## src/rtl/alu_pkg.sv

```systemverilog
// Shared types for the two-requester ALU arbiter: opcode encoding and ALU result bundle.
package alu_pkg;

  localparam int ALU_DW = 4;

  typedef enum logic [2:0] {
    OP_PASS = 3'b000,
    OP_ADD  = 3'b001,
    OP_SUB  = 3'b010,
    OP_DIV  = 3'b011,
    OP_MOD  = 3'b100,
    OP_SHL  = 3'b101,
    OP_SHR  = 3'b110,
    OP_GT   = 3'b111
  } op_e;

  // Result is one bit wider than the operands so add and shift-left never lose a bit.
  typedef struct packed {
    logic [ALU_DW:0] data;
    logic            err;
  } alu_res_t;

endpackage

```

## src/rtl/alu_core.sv

```systemverilog
// Combinational ALU: unsigned ops evaluated at DW+1 bits; divide/modulo by zero
// saturate the result to all ones and raise err.
module alu_core
  import alu_pkg::*;
#(
  parameter int DW = ALU_DW
) (
  input  logic [DW-1:0] a,
  input  logic [DW-1:0] b,
  input  op_e           sel,
  output alu_res_t      res
);

  logic [DW:0] ax, bx;

  assign ax = {1'b0, a};
  assign bx = {1'b0, b};

  always_comb begin
    res.data = '0;
    res.err  = 1'b0;
    unique case (sel)
      OP_PASS: res.data = ax;
      OP_ADD:  res.data = ax + bx;
      OP_SUB:  res.data = ax - bx;
      OP_DIV: begin
        if (b == '0) begin
          res.data = '1;
          res.err  = 1'b1;
        end else begin
          res.data = ax / bx;
        end
      end
      OP_MOD: begin
        if (b == '0) begin
          res.data = '1;
          res.err  = 1'b1;
        end else begin
          res.data = ax % bx;
        end
      end
      OP_SHL:  res.data = {a, 1'b0};
      OP_SHR:  res.data = ax >> 1;
      OP_GT:   res.data = {{DW{1'b0}}, (a > b)};
    endcase
  end

endmodule

```

## src/rtl/alu_arbiter.sv

```systemverilog
// Round-robin sharing of one ALU between two valid/ready requesters, with a
// registered, ID-tagged result that supports take-and-accept in the same cycle.
module alu_arbiter
  import alu_pkg::*;
#(
  parameter int DW = ALU_DW
) (
  input  logic          clock,
  input  logic          reset,
  input  logic          req0_valid,
  output logic          req0_ready,
  input  logic [DW-1:0] req0_a,
  input  logic [DW-1:0] req0_b,
  input  logic [2:0]    req0_sel,
  input  logic          req1_valid,
  output logic          req1_ready,
  input  logic [DW-1:0] req1_a,
  input  logic [DW-1:0] req1_b,
  input  logic [2:0]    req1_sel,
  output logic          res_valid,
  input  logic          res_ready,
  output logic [DW:0]   res_data,
  output logic          res_id,
  output logic          res_err
);

  logic          last;
  logic          can_accept;
  logic          grant0, grant1;
  logic          accept;
  logic [DW-1:0] mux_a, mux_b;
  logic [2:0]    mux_sel;
  alu_res_t      alu_res;

  // last == 1 means requester 1 was served most recently, so requester 0 wins a tie.
  assign can_accept = ~res_valid | res_ready;
  assign grant0     = req0_valid & (~req1_valid | last);
  assign grant1     = req1_valid & (~req0_valid | ~last);
  assign req0_ready = grant0 & can_accept & ~reset;
  assign req1_ready = grant1 & can_accept & ~reset;
  assign accept     = req0_ready | req1_ready;

  assign mux_a   = grant1 ? req1_a   : req0_a;
  assign mux_b   = grant1 ? req1_b   : req0_b;
  assign mux_sel = grant1 ? req1_sel : req0_sel;

  alu_core #(.DW(DW)) u_alu (
    .a   (mux_a),
    .b   (mux_b),
    .sel (op_e'(mux_sel)),
    .res (alu_res)
  );

  always_ff @(posedge clock) begin
    if (reset) begin
      res_valid <= 1'b0;
      res_data  <= '0;
      res_id    <= 1'b0;
      res_err   <= 1'b0;
      last      <= 1'b1;
    end else if (accept) begin
      res_valid <= 1'b1;
      res_data  <= alu_res.data;
      res_id    <= grant1;
      res_err   <= alu_res.err;
      last      <= grant1;
    end else if (res_ready) begin
      res_valid <= 1'b0;
    end
  end

  a_one_ready: assert property (@(posedge clock) disable iff (reset)
    !(req0_ready && req1_ready));

  a_hold: assert property (@(posedge clock) disable iff (reset)
    (res_valid && !res_ready) |=> ($stable(res_data) && $stable(res_id) && $stable(res_err)));

endmodule

```

## config.mk

```make
export PLATFORM = sky130hd
export DESIGN_NAME = alu_arbiter
export DESIGN_NICKNAME = d
export VERILOG_FILES = /design/src/rtl/alu_pkg.sv /design/src/rtl/alu_core.sv /design/src/rtl/alu_arbiter.sv
export SDC_FILE = /design/constraint.sdc
export NUM_CORES = 1
export LEC_CHECK = 0
export ABC_AREA = 1
export CAP_MARGIN = 20
export CORE_UTILIZATION = 60
export DETAILED_ROUTE_END_ITERATION = 10
export DONT_BUFFER_PORTS = 1
export GPL_TIMING_DRIVEN = 0
export PLACE_DENSITY = 0.84
export SLEW_MARGIN = 15
export SYNTH_ARGS = -nofsm -noshare
export SYNTH_HDL_FRONTEND = slang
export SYNTH_SLANG_ARGS = --single-unit
```

## constraint.sdc

```tcl
create_clock -name clock -period 9.9 [get_ports clock]
set_input_delay 2.97 -clock clock [delete_from_list [all_inputs] [get_ports clock]]
set_output_delay 2.97 -clock clock [all_outputs]
set_load 0.02 [all_outputs]
```

==> metrics.txt <==
Async SR Flop Fraction 0%; clock root buffer clkbuf_4; Setup Fix Bufs, Post-CTS 0; Worst Hold Class flop to flop; grt ovf 0; max-cap viol count 0; ys flop type dfxtp_1; Avg Cell Area, Syn 6.02 um^2; PostCTS Resize Cnt 0; port bufs 0; clock latency on the worst-skew pair 250 ps; TritonRoute pass-1 iters 4; VDD IR max 0.108 mV; synth warn 0; family with the most delay on the worst path simple AND/OR/NAND/NOR gates; CTS tree yes; CP Launch Type input pin; die height 59.3 um; WP data required 10060 ps; core area 3080 um^2; period utilization 88.2%; layout cells sized above 1 10.2%; Tot Pwr 0.000326 W; initial antenna violation count 0; Slew headroom 46.9%; effective utilization at floorplan 64.1%; largest net degree at the start of global routing 11; CTS Buf Count 3; Clock Path Buffers 2; fillers 301; DR DRC count 0; Fin. Hold Viols 0; Seq cells post-synth 9; gr usage total 28.2%; Final Setup Violations 0; gpl congestion 0.921; Worst-Margin Slew 791 ps; ANT nets after route 0; WL/cell 11.8 um; row cnt 20; via count 2016; time the worst path needs with I/O delays and setup 8730 ps; post-synthesis sequential area ratio 9.13%; slowest stage delay, CP 340 ps; hpwl dp 3770 um; DP Worst Slack 914 ps; Post-Route WL 4420 um; Syn Nets 380; die area 3520 um^2; Antenna Cells 0; most frequent CP cell nand2_1; worst path bufs/invs 9; Min Hold Slack 552 ps; commonest non-fill, non-tap cell in the layout nand2_1; final-stage net count 385; post-placement cell area 2030 um^2; Cells after Synth 328; RSZ-0062 raised after global routing no; commonest cells after routing, fill and taps aside 82 x nand2_1, 63 x inv_1, 29 x nand3_1; min setup slack post-route 1170 ps; IO Pins 37; CP Capture Type flop; Initial DRC Count 87; Setup CP Type input pin to flop; Post-synth EDFFs 0; slowest CP cell ha_1; first-pass GRT wire length 7620 um; Hold Buf Count CTS 0; status complete, no violations; Sink Count 9; Reg clk slew, reported paths 60 ps; number of global-route vias before repair 1846; clk_skew 1.83 ps; Cell Area, Synth 1970 um^2; Pins Over Slew Limit 0; Layout area overhead 4.12%; vias per inst 5.36; Post-Layout Inst Area 2050 um^2; CP Data Arrival Time 8890 ps; leakage power total 1.19 nW; number of distinct library cells after synthesis 43; maximum clock rate 115 MHz; setup_tns 0 ps; Worst Path Max Fanout 10; PwrDens 159 nW/um^2; CTS H-Tree Depth 1; Die W 59.3 um
[sequential cells by signal, indices dropped and copies added (netlist names)]
signal / count
res_data: 5
res_err: 1
res_id: 1
res_valid: 1
last: 1
[synth_stat cells, types with 2 or more instances]
cell type   n  area share, %
nand2_1    82             16
inv_1      63             12
nand3_1    29            7.4
nor2_1     23            4.4
ha_1       22             14
a21oi_1    14            3.6
dfxtp_1     9            9.1
nand2_2     9            2.9
nand4_1     8            2.5
nor3_1      7            1.8
o21ai_0     7            1.8
xor2_1      5            2.2
inv_2       4           0.76
nand3b_1    4            1.5
fa_1        3            3.0
nand2_4     3            1.7
o211ai_1    3            1.1
a21oi_2     2           0.89
buf_2       2           0.51
o21a_1      2           0.76
o21ai_1     2           0.51
o21ai_4     2            1.6
o21bai_1    2           0.76
o31ai_1     2           0.76
[power breakdown]
group / internal [W] / switching, W
registers: 0.0000402 / 0.00000674
logic: 0.0000920 / 0.000161
clock network: 0.0000154 / 0.0000113
total: 0.000148 / 0.000179
[worst reg2reg max path, delay by kind of cell, from the launching register on]
| family | cells | cell delay (ps) |
|---|---|---|
| and+or+nand+nor | 25 | 2750 |
| DFF | 1 | 370 |
| buffers and inverters | 8 | 700 |
| AOI/OAI and AO/OA | 6 | 1110 |
| adders and majority gates | 4 | 1310 |
[through the flow]
step	instances	utilization [%]
after CTS	376	66.7
after global placement	372	65.9
final	376	66.7
after global routing	376	66.7
after detailed placement	372	65.9
after floorplan	328	-
[path summary, 6_finish.rpt]
kind	startpoint	endpoint	cells past startpoint	slack, ps
max	req1_valid	res_data[3]	43	1170
min	last	last	2	550
max reg2reg	last	res_data[3]	43	3560
min reg2reg	last	last	2	550
[layout make-up]
cell class                      count  area [um^2]  share of cell area (%)
Clock buffer                        4         26.3                    1.28
Sequential cell                     9          180                    8.77
Multi-Input combinational cell    248         1500                    73.2
Inverter                           67          251                    12.2
Buffer                              4         37.5                    1.83
Tap cell                           44         55.1                    2.68
[kinds of logic after synthesis]
kind of cell    count (synthesis)  share of synthesized area [%]
compound gates                 41                           13.8
buf+inv                        71                           14.6
xor+xnor                        6                           2.66
other cells                     1                          0.190
simple gates                  175                           42.5
fa+ha+maj                      25                           17.0
flops                           9                           9.13
[layer usage]
metal	wire, um	track usage, %	part of all wire (%)
met5	0	0	0
met3	150	1.75	3.4
met2	2100	49.6	47
met4	104	11.6	2.4
met1	2070	35.4	47
(Power assumes the default switching activity.)
